$ cat config.mk
export PLATFORM = sky130hd
export DESIGN_NAME = interrupt_controller_flat
export DESIGN_NICKNAME = d
export VERILOG_FILES = /design/src/rtl/interrupt_controller_pkg.sv /design/src/rtl/interrupt_controller_if.sv /design/src/rtl/interrupt_controller_arbiter.sv /design/src/rtl/interrupt_controller.sv /design/src/flat_wrapper.sv
export SDC_FILE = /design/constraint.sdc
export NUM_CORES = 1
export LEC_CHECK = 0
export ABC_CLOCK_PERIOD_IN_PS = 1400
export CAP_MARGIN = 15
export CORE_MARGIN = 4
export CORE_UTILIZATION = 39
export DETAILED_ROUTE_END_ITERATION = 10
export PLACE_DENSITY_LB_ADDON = 0.15
export RECOVER_POWER = 100
export SLEW_MARGIN = 15
export SYNTH_ARGS = -nofsm -noshare
export SYNTH_HDL_FRONTEND = slang
export SYNTH_SLANG_ARGS = --single-unit
$ cat constraint.sdc
create_clock -name clk -period 1.4 [get_ports clk]
set_input_delay 0.35 -clock clk [delete_from_list [all_inputs] [get_ports clk]]
set_output_delay 0.35 -clock clk [all_outputs]
set_load 0.01 [all_outputs]
$ cat src/rtl/interrupt_controller_pkg.sv
// Shared types and constants for the 8051 interrupt controller.
// Optional two-level nesting by IP is enabled with the INT_PRIO_EN macro.
package int_ctrl_pkg;

  typedef enum logic [1:0] {
    IDLE    = 2'd0,
    PUSH_LO = 2'd1,
    PUSH_HI = 2'd2,
    LOAD    = 2'd3
  } state_t;

  localparam int         IE_EA_BIT      = 7;
  localparam logic [7:0] VEC_BASE_DEF   = 8'h03;
  localparam logic [7:0] VEC_STRIDE_DEF = 8'h08;
  localparam logic       LVL_LO         = 1'b0;
  localparam logic       LVL_HI         = 1'b1;

  // Vector arithmetic deliberately wraps at 8 bits; callers zero-extend.
  function automatic logic [7:0] vec_addr(input logic [7:0] idx,
                                          input logic [7:0] base,
                                          input logic [7:0] stride);
    return base + idx * stride;
  endfunction

endpackage

$ cat src/rtl/interrupt_controller_if.sv
// Bus between the interrupt controller and the peripherals / SFRs / PC datapath.
// master = interrupt controller, slave = surrounding core.
interface interrupt_controller_if #(
  parameter int N_SRC = 5
);
  logic [N_SRC-1:0] irq;
  logic [7:0]       ie;
  logic [N_SRC-1:0] ip;
  logic             insn_boundary;
  logic             reti;
  logic [15:0]      pc_in;
  logic             stack_wr;
  logic [7:0]       stack_data;
  logic             pc_load;
  logic [15:0]      pc_vec;
  logic [N_SRC-1:0] int_ack;
  logic [1:0]       in_service;
  logic             busy;

  modport master (
    input  irq, ie, ip, insn_boundary, reti, pc_in,
    output stack_wr, stack_data, pc_load, pc_vec, int_ack, in_service, busy
  );

  modport slave (
    output irq, ie, ip, insn_boundary, reti, pc_in,
    input  stack_wr, stack_data, pc_load, pc_vec, int_ack, in_service, busy
  );
endinterface

$ cat src/rtl/interrupt_controller_arbiter.sv
// Combinational fixed-priority picker: lowest set request index wins.
module int_prio_arbiter #(
  parameter int N  = 5,
  parameter int IW = (N > 1) ? $clog2(N) : 1
) (
  input  logic [N-1:0]  req_i,
  output logic [N-1:0]  grant_o,
  output logic [IW-1:0] idx_o,
  output logic          valid_o
);

  // Scan from the top so the lowest requesting index is written last.
  always_comb begin
    grant_o = '0;
    idx_o   = '0;
    valid_o = 1'b0;
    for (int i = N - 1; i >= 0; i--) begin
      if (req_i[i]) begin
        grant_o    = '0;
        grant_o[i] = 1'b1;
        idx_o      = IW'(i);
        valid_o    = 1'b1;
      end else begin
        valid_o = valid_o;
      end
    end
  end

endmodule

$ cat src/rtl/interrupt_controller.sv
// 8051 interrupt scheduler: arbitration, PC push (PCL then PCH), vector load, in-service tracking.
// Define INT_PRIO_EN for two-level nesting by IP; otherwise IP is ignored and nothing nests.
module interrupt_controller
  import int_ctrl_pkg::*;
#(
  parameter int         N_SRC      = 5,
  parameter logic [7:0] VEC_BASE   = VEC_BASE_DEF,
  parameter logic [7:0] VEC_STRIDE = VEC_STRIDE_DEF
) (
  input logic                    clk,
  input logic                    rst,
  interrupt_controller_if.master bus
);

  localparam int IW = (N_SRC > 1) ? $clog2(N_SRC) : 1;

  state_t           state_q, state_d;
  logic [IW-1:0]    idx_q, idx_d;
  logic [N_SRC-1:0] oh_q, oh_d;
  logic             lvl_q, lvl_d;
  logic [15:0]      pc_q, pc_d;
  logic [1:0]       in_service_q, in_service_d;
  logic             stack_wr_q, stack_wr_d;
  logic [7:0]       stack_data_q, stack_data_d;
  logic             pc_load_q, pc_load_d;
  logic [15:0]      pc_vec_q, pc_vec_d;
  logic [N_SRC-1:0] int_ack_q, int_ack_d;
  logic             busy_q, busy_d;

  logic [N_SRC-1:0] eligible_s, hi_s, lo_s, hi_grant_s, lo_grant_s, cand_oh_s;
  logic [IW-1:0]    hi_idx_s, lo_idx_s, cand_idx_s;
  logic             hi_any_s, lo_any_s, cand_valid_s, cand_lvl_s, accept_s;
  logic             unused_s;

  assign eligible_s = bus.irq & bus.ie[N_SRC-1:0] & {N_SRC{bus.ie[IE_EA_BIT]}};
  assign unused_s   = ^{bus.ie, bus.ip};

`ifdef INT_PRIO_EN
  assign hi_s = eligible_s & bus.ip;
  assign lo_s = eligible_s & ~bus.ip;
`else
  assign hi_s = '0;
  assign lo_s = eligible_s;
`endif

  int_prio_arbiter #(.N(N_SRC), .IW(IW)) u_arb_hi (
    .req_i   (hi_s),
    .grant_o (hi_grant_s),
    .idx_o   (hi_idx_s),
    .valid_o (hi_any_s)
  );

  int_prio_arbiter #(.N(N_SRC), .IW(IW)) u_arb_lo (
    .req_i   (lo_s),
    .grant_o (lo_grant_s),
    .idx_o   (lo_idx_s),
    .valid_o (lo_any_s)
  );

  // Candidate selection: an active level masks itself and everything below it.
  always_comb begin
    cand_valid_s = 1'b0;
    cand_idx_s   = '0;
    cand_oh_s    = '0;
    cand_lvl_s   = LVL_LO;
    if (in_service_q[LVL_HI]) begin
      cand_valid_s = 1'b0;
    end else if (hi_any_s) begin
      cand_valid_s = 1'b1;
      cand_idx_s   = hi_idx_s;
      cand_oh_s    = hi_grant_s;
      cand_lvl_s   = LVL_HI;
    end else if (in_service_q[LVL_LO]) begin
      cand_valid_s = 1'b0;
    end else if (lo_any_s) begin
      cand_valid_s = 1'b1;
      cand_idx_s   = lo_idx_s;
      cand_oh_s    = lo_grant_s;
      cand_lvl_s   = LVL_LO;
    end else begin
      cand_valid_s = 1'b0;
    end
  end

  // A RETI in the same cycle blocks acceptance so one instruction runs after it.
  assign accept_s = (state_q == IDLE) && bus.insn_boundary && !bus.reti && cand_valid_s;

  // Sequencer next state and the per-state actions (registered below).
  always_comb begin
    state_d      = state_q;
    idx_d        = idx_q;
    oh_d         = oh_q;
    lvl_d        = lvl_q;
    pc_d         = pc_q;
    stack_wr_d   = 1'b0;
    stack_data_d = stack_data_q;
    pc_load_d    = 1'b0;
    pc_vec_d     = pc_vec_q;
    int_ack_d    = '0;
    case (state_q)
      IDLE: begin
        if (accept_s) begin
          state_d = PUSH_LO;
          idx_d   = cand_idx_s;
          oh_d    = cand_oh_s;
          lvl_d   = cand_lvl_s;
          pc_d    = bus.pc_in;
        end else begin
          state_d = IDLE;
        end
      end
      PUSH_LO: begin
        state_d      = PUSH_HI;
        stack_wr_d   = 1'b1;
        stack_data_d = pc_q[7:0];
      end
      PUSH_HI: begin
        state_d      = LOAD;
        stack_wr_d   = 1'b1;
        stack_data_d = pc_q[15:8];
      end
      LOAD: begin
        state_d   = IDLE;
        pc_load_d = 1'b1;
        pc_vec_d  = {8'h00, vec_addr(8'(idx_q), VEC_BASE, VEC_STRIDE)};
        int_ack_d = oh_q;
      end
      default: begin
        state_d = IDLE;
      end
    endcase
    busy_d = (state_d != IDLE);
  end

  // In-service levels: RETI retires the highest active level, LOAD marks the new one.
  always_comb begin
    in_service_d = in_service_q;
    if (bus.reti) begin
      if (in_service_q[LVL_HI]) begin
        in_service_d[LVL_HI] = 1'b0;
      end else begin
        in_service_d[LVL_LO] = 1'b0;
      end
    end else begin
      in_service_d = in_service_q;
    end
    if (state_q == LOAD) begin
      in_service_d[lvl_q] = 1'b1;
    end else begin
      in_service_d = in_service_d;
    end
`ifndef INT_PRIO_EN
    in_service_d[LVL_HI] = 1'b0;
`endif
  end

  // State, latched request context and registered outputs.
  always_ff @(posedge clk) begin
    if (rst) begin
      state_q      <= IDLE;
      idx_q        <= '0;
      oh_q         <= '0;
      lvl_q        <= LVL_LO;
      pc_q         <= 16'h0000;
      in_service_q <= 2'b00;
      stack_wr_q   <= 1'b0;
      stack_data_q <= 8'h00;
      pc_load_q    <= 1'b0;
      pc_vec_q     <= 16'h0000;
      int_ack_q    <= '0;
      busy_q       <= 1'b0;
    end else begin
      state_q      <= state_d;
      idx_q        <= idx_d;
      oh_q         <= oh_d;
      lvl_q        <= lvl_d;
      pc_q         <= pc_d;
      in_service_q <= in_service_d;
      stack_wr_q   <= stack_wr_d;
      stack_data_q <= stack_data_d;
      pc_load_q    <= pc_load_d;
      pc_vec_q     <= pc_vec_d;
      int_ack_q    <= int_ack_d;
      busy_q       <= busy_d;
    end
  end

  assign bus.stack_wr   = stack_wr_q;
  assign bus.stack_data = stack_data_q;
  assign bus.pc_load    = pc_load_q;
  assign bus.pc_vec     = pc_vec_q;
  assign bus.int_ack    = int_ack_q;
  assign bus.in_service = in_service_q;
  assign bus.busy       = busy_q;

endmodule
$ cat src/flat_wrapper.sv
// flat-port wrapper written by rule: the top's interface ports become plain ports
module interrupt_controller_flat import int_ctrl_pkg::*;
#(
  parameter int         N_SRC      = 5,
  parameter logic [7:0] VEC_BASE   = VEC_BASE_DEF,
  parameter logic [7:0] VEC_STRIDE = VEC_STRIDE_DEF
)
  (clk, rst, bus_irq, bus_ie, bus_ip, bus_insn_boundary, bus_reti, bus_pc_in, bus_stack_wr, bus_stack_data, bus_pc_load, bus_pc_vec, bus_int_ack, bus_in_service, bus_busy);
  interrupt_controller_if #(.N_SRC(N_SRC)) bus_i ();
  input logic clk;
  input logic rst;
  input wire logic [$bits(bus_i.irq)-1:0] bus_irq;
  input wire logic [$bits(bus_i.ie)-1:0] bus_ie;
  input wire logic [$bits(bus_i.ip)-1:0] bus_ip;
  input wire logic [$bits(bus_i.insn_boundary)-1:0] bus_insn_boundary;
  input wire logic [$bits(bus_i.reti)-1:0] bus_reti;
  input wire logic [$bits(bus_i.pc_in)-1:0] bus_pc_in;
  output wire logic [$bits(bus_i.stack_wr)-1:0] bus_stack_wr;
  output wire logic [$bits(bus_i.stack_data)-1:0] bus_stack_data;
  output wire logic [$bits(bus_i.pc_load)-1:0] bus_pc_load;
  output wire logic [$bits(bus_i.pc_vec)-1:0] bus_pc_vec;
  output wire logic [$bits(bus_i.int_ack)-1:0] bus_int_ack;
  output wire logic [$bits(bus_i.in_service)-1:0] bus_in_service;
  output wire logic [$bits(bus_i.busy)-1:0] bus_busy;
  assign bus_i.irq = bus_irq;
  assign bus_i.ie = bus_ie;
  assign bus_i.ip = bus_ip;
  assign bus_i.insn_boundary = bus_insn_boundary;
  assign bus_i.reti = bus_reti;
  assign bus_i.pc_in = bus_pc_in;
  assign bus_stack_wr = bus_i.stack_wr;
  assign bus_stack_data = bus_i.stack_data;
  assign bus_pc_load = bus_i.pc_load;
  assign bus_pc_vec = bus_i.pc_vec;
  assign bus_int_ack = bus_i.int_ack;
  assign bus_in_service = bus_i.in_service;
  assign bus_busy = bus_i.busy;
  interrupt_controller #(.N_SRC(N_SRC), .VEC_BASE(VEC_BASE), .VEC_STRIDE(VEC_STRIDE)) u_core (.clk(clk), .rst(rst), .bus(bus_i));
endmodule
==> results.json, run 1 <==
{
  "status": "finished, violations left",
  "violations": "negative setup slack",
  "yosysUniqueCellTypes": 31,
  "cts-root-buf": "clkbuf_8",
  "synth-adder-area-share_pct": 2.02,
  "avgSynthCellArea_um2": 9.11,
  "power.density_mw_per_mm2": 927,
  "track_usage_pct": 13.6,
  "r2r_start": "u_core.bus.stack_wr",
  "cts_tree": "yes",
  "crit_path_top_delay_cell": "dfxtp_4",
  "globalplace.congestion": 0.757,
  "cts_buffer_depth": 2,
  "io_pins": 72,
  "p_leak_uw": 0.00115,
  "clk_pin_slew_worst_paths_ps": 90,
  "slew_viol_final": 0,
  "rrSetupSlack_ps": -90,
  "worstHoldStart": "u_core.pc_q[7]",
  "synth_area_leaders": "dfxtp_1, nand2_1, a21oi_1",
  "yosys_register_bits": 45,
  "synth_top_area_share_pct": 48.5,
  "pre_cts_ws_ps": -532,
  "cts_sinks": 45,
  "dp_cells": 317,
  "rsz0062_at_grt": "yes",
  "muxShareOfSynthArea_pct": 5.93,
  "crit_chain": "inv_2, ha_4, and4bb_4, o311a_4, buf_12, nand2_2, a21oi_2",
  "port_buffers": 52,
  "cp_max_fo": 8,
  "wl_per_cell_um": 12.7,
  "timing.fmax_mhz": 671,
  "cp_top_family": "compound AO/OA/AOI/OAI gates",
  "num_antenna_cells": 0,
  "grt_pass1_wl_mm": 6.63,
  "fin_skew_ps": 12.4,
  "final_hold_viol_count": 0,
  "rr_worst_depth": 7,
  "drt_wl_total_mm": 4.17,
  "via_count": 1559,
  "antenna_found_initial": 0,
  "criticalPathCategory": "reg2reg",
  "synth-warning-count": 0,
  "ant_nets": 0,
  "worst_slack_ps": -90.1,
  "cp-end-kind": "flop",
  "finalNetCount": 317,
  "synth_top_area_cell": "dfxtp_1",
  "layout-drive-gt1-share_pct": 26.0,
  "synth_area_mm2": 0.00186,
  "yosys.area_share.simple_pct": 17.7,
  "die_y_um": 77.0,
  "routed_via_density": 4.74,
  "grt_pass1_vias": 1487,
  "worstSetupStartpointType": "flop",
  "min_to": "u_core.pc_q[7]",
  "min_period_ps": 1490,
  "cpPeakStageDelay_ps": 350,
  "ys_seq_area_share_pct": 48.5,
  "area_delta_synth_final_pct": 47.7,
  "die_w_um": 77.0,
  "drtIter0Drc": 67,
  "synth-xor-area-share_pct": 0,
  "synth_top_family_by_area": "simple AND/OR/NAND/NOR gates",
  "cp_num_cells": 7,
  "holdPathStages": 2,
  "htree_levels": 2,
  "syn_inst": 204,
  "die_area_mm2": 0.00593,
  "power_uw": 2540,
  "n_fill_cell": 410,
  "grt_max_degree": 28,
  "grt_overflow": 0,
  "numCtsBuffers": 5,
  "route.detailed.drc": 0,
  "finalCritPeriodShare_pct": 106,
  "cp_num_buf_inv": 2,
  "dp_hpwl_mm": 3.00,
  "clkLatencyLatePin_ps": 300,
  "finalSetupViolCount": 19,
  "ir_drop_mv": 0.525,
  "worstReg2RegEnd": "u_core.pc_q[1]",
  "cap_violations": 0,
  "drt-pass1-iter-count": 4,
  "hold_path.class": "reg2reg",
  "crit_arrival_ps": 1720,
  "stdcell_count": 329,
  "synth_compound_area_share_pct": 15.7,
  "cts_hold_buf": 0,
  "required_ps": 1630,
  "fp-row-count": 24,
  "start_util_pct": 41.5,
  "core_mm2": 0.00447
}
-- worst reg2reg max path: cells and delay by family (launching register included) --
kind            cells  cell delay (ps)
simple gates        2              340
buf+inv             2              220
compound gates      2              390
flops               1              350
fa+ha+maj           1              130
-- cell families after synthesis --
logic type                 Yosys count
AOI/OAI and AO/OA                   42
DFF                                 45
muxes                               11
adders and majority gates            3
and+or+nand+nor                     72
other                                1
buffers and inverters               30
-- sequential cells by signal (all words and copies together) (netlist names) --
| name | count |
|---|---|
| u_core.bus.in_service | 1 |
| u_core.bus.stack_wr | 1 |
| u_core.state_q | 1 |
| u_core.bus.pc_vec | 4 |
| u_core.idx_q | 2 |
| u_core.bus.stack_data | 8 |
| u_core.bus.int_ack | 5 |
| u_core.pc_q | 16 |
| u_core.bus.busy | 1 |
| u_core.bus.pc_load | 1 |
| u_core.oh_q | 5 |
-- how the worst max path moves through the flow --
stage | from | to | slack [ps]
3_3_place_gp | bus_irq[1] | u_core.state_q[0] | -520
5_1_grt | u_core.bus.stack_wr | u_core.oh_q[0] | -160
3_5_place_dp | bus_irq[1] | u_core.state_q[0] | -530
6_report | u_core.bus.stack_wr | u_core.pc_q[1] | -90
4_1_cts | u_core.bus.stack_wr | u_core.oh_q[0] | -110
2_1_floorplan | u_core.bus.stack_wr | u_core.oh_q[3] | -60
-- layout make-up --
cell class,instances,area [um2],area share [%]
Clock buffer,6,82.6,3.01
Clock inverter,2,13.8,0.501
Inverter,5,18.8,0.684
Multi-Input combinational cell,140,947,34.5
Sequential cell,45,906,33.0
Tap cell,52,65.1,2.37
Timing Repair Buffer,79,712,25.9
-- Yosys cell counts (all sizes together) --
cell / count
a211oi: 9
a32o: 2
nand2: 35
nand3: 2
and4bb: 1
and2: 8
or2: 1
o311a: 1
conb: 1
o211ai: 1
or3: 1
dfxtp: 45
a22o: 2
buf: 20
clkbuf: 5
and3: 1
a21oi: 25
o32ai: 1
nor2: 19
o311ai: 1
inv: 5
nor2b: 3
mux2i: 11
ha: 3
nand4: 1
-- power by group --
| part | internal (uW) | total [uW] | leakage, uW | switching (uW) |
|---|---|---|---|---|
| clock network | 400 | 834 | 0.0000512 | 434 |
| registers | 1320 | 1330 | 0.000366 | 17.4 |
| logic | 199 | 376 | 0.000737 | 177 |
-- repair_timing --
action,CTS,global route
gates cloned,2,0
pin swaps,10,16
resized for setup,50,26
setup endpoints to repair,55,29
hold endpoints to repair,0,0
setup buffers,1,1
-- per-stage QoR --
stage          util, %  hold WS, ps  instance area [um2]  TNS [ps]
2_1_floorplan        -          427                 1920      -618
3_3_place_gp      56.3          438                 2520    -12330
3_5_place_dp      56.3          442                 2520    -12520
4_1_cts           59.2          454                 2650     -1460
5_1_grt           61.4          479                 2750     -2750
6_report          61.4          459                 2750      -966
-- cell usage in the layout (no fill, tap or decap), types with 3 or more instances in the layout --
cell             netlist  routed
dlygate4sd2_1          0      32
a211oi_1               9       9
dfxtp_1               45      43
a21oi_1               25      16
inv_1                  5       3
conb_1                 1      12
a21oi_2                0       9
nand2_1               35      25
buf_4                 15      21
buf_6                  2       3
clkbuf_8               0       6
nor2_1                17      17
clkdlybuf4s50_1        0      19
nand2_2                0       6
and2_1                 8       6
mux2i_1               11      11
nand2_4                0       4
-- metal layers --
layer	global-route usage, %	up-vias	part of all wire, %	wire length (um)
met4	4.80	0	1.2	50
met5	0	-	0	0
met1	17.3	708	47	1970
li1	-	809	-	-
met2	22.6	37	47	1970
met3	2.93	5	4.3	181
(Power assumes the default switching activity.)
==> run 2: changes to the inputs <==
--- a/config.mk
+++ b/config.mk
@@ -12,7 +12,8 @@
 export DETAILED_ROUTE_END_ITERATION = 10
 export PLACE_DENSITY_LB_ADDON = 0.15
 export RECOVER_POWER = 100
-export SLEW_MARGIN = 15
+export SLEW_MARGIN = 20
 export SYNTH_ARGS = -nofsm -noshare
 export SYNTH_HDL_FRONTEND = slang
 export SYNTH_SLANG_ARGS = --single-unit
+export TNS_END_PERCENT = 1
==> run 2 against run 1 <==
- the flow still finishes with violations (negative setup slack)
- cell area barely moved
- sequential power barely moved
- global-route usage up 0.19 points
- routed wire length rose by 0.79%
- cell count stayed put
- worst setup slack worse by 12 ps
- combinational power decreased by 2%
- die area stayed put
- clock power grew 21%
- via count down 1.2%
- maximum frequency down 0.81%
- critical path type unchanged
==> results.json, run 2 (synthesized netlist as in run 1, its figures left out) <==
{
  "grt_max_degree": 24,
  "pre_cts_ws_ps": -518,
  "seq_area_um2": 903,
  "finalCritPeriodShare_pct": 107,
  "area_delta_synth_final_pct": 47.8,
  "hold_path.class": "in2reg",
  "power.density_mw_per_mm2": 988,
  "final_hold_viol_count": 0,
  "cp-end-kind": "flop",
  "dp_cells": 320,
  "cts_buffer_depth": 2,
  "required_ps": 1630,
  "track_usage_pct": 13.8,
  "setup-tns-final_ps": -855,
  "finalNetCount": 317,
  "status": "finished, violations left",
  "crit_path_top_delay_cell": "or3_1",
  "rsz0062_at_grt": "yes",
  "die_y_um": 77.0,
  "multiInputGateArea_um2": 867,
  "ir_drop_mv": 0.589,
  "worst_slack_ps": -102,
  "dp_hpwl_mm": 3.15,
  "fin_skew_ps": 5.50,
  "p_leak_uw": 0.00120,
  "n_fill_cell": 395,
  "whs_ps": 407,
  "layout_commonest_cell": "dfxtp_1",
  "antenna_found_initial": 0,
  "route.detailed.drc": 0,
  "via_count": 1540,
  "routed_via_density": 4.68,
  "crit_chain": "inv_2, ha_4, and4bb_4, o311ai_4, or3_1, a21oi_1",
  "final_cell_mix": "dfxtp_1, nand2_1, a21oi_1, dlygate4sd2_1, clkdlybuf4s50_1",
  "core_mm2": 0.00447,
  "globalplace.congestion": 0.748,
  "largest_register_ffs": 16,
  "start_util_pct": 41.5,
  "slew_viol_final": 0,
  "criticalPathCategory": "reg2reg",
  "wl_per_cell_um": 12.8,
  "htree_levels": 2,
  "io_pins": 72,
  "clk_pin_slew_worst_paths_ps": 80,
  "finalSetupViolCount": 21,
  "cp_num_buf_inv": 1,
  "numCtsBuffers": 5,
  "cp_max_fo": 5,
  "grt_overflow": 0,
  "die_w_um": 77.0,
  "regMostFlops": "u_core.pc_q",
  "cpPeakStageDelay_ps": 350,
  "cp_top_family": "simple AND/OR/NAND/NOR gates",
  "drt_wl_total_mm": 4.20,
  "timing.fmax_mhz": 666,
  "cts-root-buf": "clkbuf_8",
  "num_antenna_cells": 0,
  "grt_pass1_wl_mm": 6.49,
  "clkLatencyLatePin_ps": 300,
  "cap_violations": 0,
  "stdcell_count": 329,
  "power_uw": 2710,
  "cts_tree": "yes",
  "ant_nets": 0,
  "violations": "negative setup slack",
  "grt_pass1_vias": 1372,
  "layout-drive-gt1-share_pct": 19.5,
  "fp-row-count": 24,
  "drt-pass1-iter-count": 4,
  "cts_sinks": 45,
  "port_buffers": 52,
  "crit_arrival_ps": 1730,
  "post_cts_buffers": 0,
  "worstSetupStartpointType": "flop",
  "drtIter0Drc": 39,
  "die_area_mm2": 0.00593,
  "min_period_ps": 1500
}
## run 2: cell types whose count changed in the layout (fill, tap and decap cells not counted), moves of 3 or more
cell and change:
dlygate4sd2_1 -11, dlymetal6s2s_1 +10, nand2_1 +9, a21oi_1 +6, a21oi_2 -6, nand2_2 -5, nand2_4 -4, buf_4 -3
## run 2: area by class of cell
class | instances | area share [%]
clock buffer | 6 | 3.01
multi-input combinational | 140 | 31.6
sequential | 45 | 32.9
timing repair buffer | 79 | 28.1
inverter | 5 | 0.683
tap | 52 | 2.37
clock inverter | 2 | 1.37
## run 2: final timing paths
path | start | endpoint | slack (ps) | cells after the start
max | u_core.state_q[0] | u_core.oh_q[0] | -100 | 6
min | bus_reti | u_core.bus.in_service[0] | 410 | 4
max reg2reg | u_core.state_q[0] | u_core.oh_q[0] | -100 | 6
min reg2reg | u_core.pc_q[7] | u_core.pc_q[7] | 460 | 2
## run 2: where the power goes
group	leakage, uW	internal, uW	switching (uW)
registers	0.000365	1320	17.8
clock network	0.0000574	580	431
logic	0.000781	202	165
total	0.00120	2100	614
## run 2: through the flow
stage | instance area (um2) | util, %
3_5_place_dp | 2550 | 57.0
4_1_cts | 2650 | 59.1
3_3_place_gp | 2550 | 57.0
2_1_floorplan | 1900 | -
6_report | 2750 | 61.4
5_1_grt | 2750 | 61.4
## run 2: what timing repair did
item                                    CTS  global route
cloned                                    0             1
endpoints found under the setup margin   47            33
endpoints found under the hold margin     0             0
hold buffers                              0             0
resized for setup                        22            31
pin swaps                                 2            13
## run 2: layer usage
metal  track usage, %  up-vias  part of all wire [%]
met5                0        -                     0
met4             6.41        0                   1.8
met3             3.75        7                   5.6
met2             21.2       40                    48
met1             17.9      691                    45
li1                 -      802                     -
## run 2: worst register-to-register path, cell delays in order (launching register included)
cell and delay [ps]:
dfxtp_2 330, inv_2 70, ha_4 130, and4bb_4 290, o311ai_4 160, or3_1 350
a21oi_1 120
==> run 3: changes to the inputs <==
--- a/config.mk
+++ b/config.mk
@@ -5,10 +5,11 @@
 export SDC_FILE = /design/constraint.sdc
 export NUM_CORES = 1
 export LEC_CHECK = 0
+export ABC_AREA = 1
 export ABC_CLOCK_PERIOD_IN_PS = 1400
 export CAP_MARGIN = 15
 export CORE_MARGIN = 4
-export CORE_UTILIZATION = 39
+export CORE_UTILIZATION = 40
 export DETAILED_ROUTE_END_ITERATION = 10
 export PLACE_DENSITY_LB_ADDON = 0.15
 export RECOVER_POWER = 100
==> run 3 against run 2 <==
- the run now ends clean
- via count rose by 9.7%
- clock-buffer cell count did not move
- synthesized area up 5.9%
- combinational power up 21%
- non-clock buffer count decreased by 10
- critical path depth grew 1
==> results.json, run 3 <==
{
  "cts-root-buf": "clkbuf_8",
  "min_period_ps": 1340,
  "clk_pin_slew_worst_paths_ps": 80,
  "synth-warning-count": 0,
  "cts_buffer_depth": 2,
  "stdcell_count": 385,
  "antenna_found_initial": 0,
  "die_y_um": 78.1,
  "ys_top_cells_by_count": "nand2_1, dfxtp_1, nor2_1, inv_1, nand3b_1",
  "port_buffers": 52,
  "dp_cells": 378,
  "ant_nets": 0,
  "synth_top_area_cell": "dfxtp_1",
  "synth-main-ff-cell": "dfxtp_1",
  "post_cts_buffers": 0,
  "synth_area_mm2": 0.00197,
  "via_count": 1689,
  "setup-tns-final_ps": 0,
  "synth_edf_count": 0,
  "syn_inst": 253,
  "cp_max_fo": 5,
  "final_hold_viol_count": 0,
  "grt_max_degree": 31,
  "finalSetupViolCount": 0,
  "io_pins": 72,
  "cp-end-kind": "flop",
  "ir_drop_mv": 0.381,
  "cap_violations": 0,
  "grt_overflow": 0,
  "timing.fmax_mhz": 746,
  "required_ps": 1630,
  "dp_hpwl_mm": 3.01,
  "fin_skew_ps": 4.96,
  "route.detailed.drc": 0,
  "ys_seq_area_share_pct": 45.8,
  "area_delta_synth_final_pct": 36.6,
  "die_w_um": 78.1,
  "pre_cts_ws_ps": -419,
  "routed_via_density": 4.39,
  "layout_commonest_cell": "nand2_1",
  "globalplace.congestion": 0.804,
  "status": "finished, final reports clean",
  "p_leak_uw": 0.00120,
  "clkLatencyLatePin_ps": 290,
  "numCtsBuffers": 5,
  "drt-pass1-iter-count": 4,
  "hold_path.class": "reg2reg",
  "worst_slack_ps": 59.2,
  "finalNetCount": 359,
  "power.density_mw_per_mm2": 979,
  "grt_pass1_vias": 1593,
  "layout-drive-gt1-share_pct": 14.2,
  "worstSetupStartpointType": "input pin",
  "start_util_pct": 41.4,
  "grt_pass1_wl_mm": 7.13,
  "rrSetupSlack_ps": 80,
  "htree_levels": 2,
  "die_area_mm2": 0.00610,
  "drtIter0Drc": 54,
  "cts_sinks": 45,
  "regMostFlops": "u_core.pc_q",
  "slew_viol_final": 0,
  "fp-row-count": 25,
  "avgSynthCellArea_um2": 7.77,
  "yosys_register_bits": 45,
  "wl_per_cell_um": 10.9,
  "track_usage_pct": 14.3,
  "drt_wl_total_mm": 4.18,
  "crit_arrival_ps": 1570,
  "synth_area_leaders": "dfxtp_1, nand2_1, nor2_1",
  "synth.most_common_cell": "nand2_1",
  "cts_tree": "yes",
  "whs_ps": 432,
  "rsz0062_at_grt": "yes",
  "async_flop_share_pct": 0,
  "final_cell_mix": "nand2_1, dfxtp_1, nor2_1, clkdlybuf4s50_1, dlygate4sd2_1",
  "finalCritPeriodShare_pct": 95.8,
  "criticalPathCategory": "in2reg",
  "num_antenna_cells": 0,
  "synth_top_area_share_pct": 45.8,
  "core_mm2": 0.00475,
  "yosysUniqueCellTypes": 26,
  "largest_register_ffs": 16
}
-- run 3: changes by cell type after synthesis, moves of 8 or more --
cell	delta
nor2_1	+27
a21oi_1	-20
nand2_1	+20
nand3b_1	+16
inv_1	+11
mux2i_1	-11
a211oi_1	-9
nand3_1	+9
o21ai_0	+9
a31oi_1	+8
and2_1	-8
-- run 3: worst max-delay path, cell delays in order --
cell and delay [ps]:
clkdlybuf4s50_1 420, nand3_1 140, nand3_2 120, o21bai_4 210, buf_4 170, nand2_1 50, a21oi_1 100
-- run 3: cell families after synthesis --
kind of cell	after synthesis	share of synthesized area, %
adders and majority gates	3	1.91
AOI/OAI and AO/OA	25	7.89
and+or+nand+nor	138	32.3
DFF	45	45.8
buffers and inverters	41	12.0
other	1	0.191
-- run 3: where the power goes --
part / switching (uW) / leakage [uW] / total [uW] / internal [uW]
clock: 422 / 0.0000433 / 813 / 390
combinational: 225 / 0.000795 / 444 / 219
sequential: 29.8 / 0.000366 / 1370 / 1340
-- run 3: routing by layer --
layer,wire [um],GRT usage (%)
met1,1870,16.9
met2,2010,24.7
met3,242,4.13
met4,66,4.90
met5,0,0
-- run 3: final timing paths --
path | from | endpoint | cells after the start
max reg2reg | u_core.state_q[0] | u_core.oh_q[2] | 7
max | bus_irq[2] | u_core.oh_q[2] | 7
min reg2reg | u_core.oh_q[2] | u_core.bus.int_ack[2] | 2
min | u_core.oh_q[2] | u_core.bus.int_ack[2] | 2
-- run 3: cell type report --
cell class	instances	area [um2]
Multi-Input combinational cell	178	897
Tap cell	67	83.8
Inverter	19	77.6
Fill cell	502	2070
Timing Repair Buffer	69	638
Clock inverter	1	7.51
Clock buffer	6	82.6
Sequential cell	45	901
-- run 3: through the flow --
| step | util (%) | instance area [um2] | power [uW] |
|---|---|---|---|
| after floorplan | - | 2010 | 1680 |
| after global placement | 54.8 | 2610 | 1860 |
| after detailed placement | 54.8 | 2610 | 1860 |
| after CTS | 56.3 | 2680 | 2640 |
| after global routing | 56.5 | 2690 | 2770 |
| final | 56.5 | 2690 | 2630 |
-- run 3: repair_timing --
| item | CTS | global route |
|---|---|---|
| gates resized for setup | 25 | 5 |
| endpoints found under the setup margin | 47 | 32 |
| hold buffers | 0 | 0 |
| pin swaps | 1 | 0 |
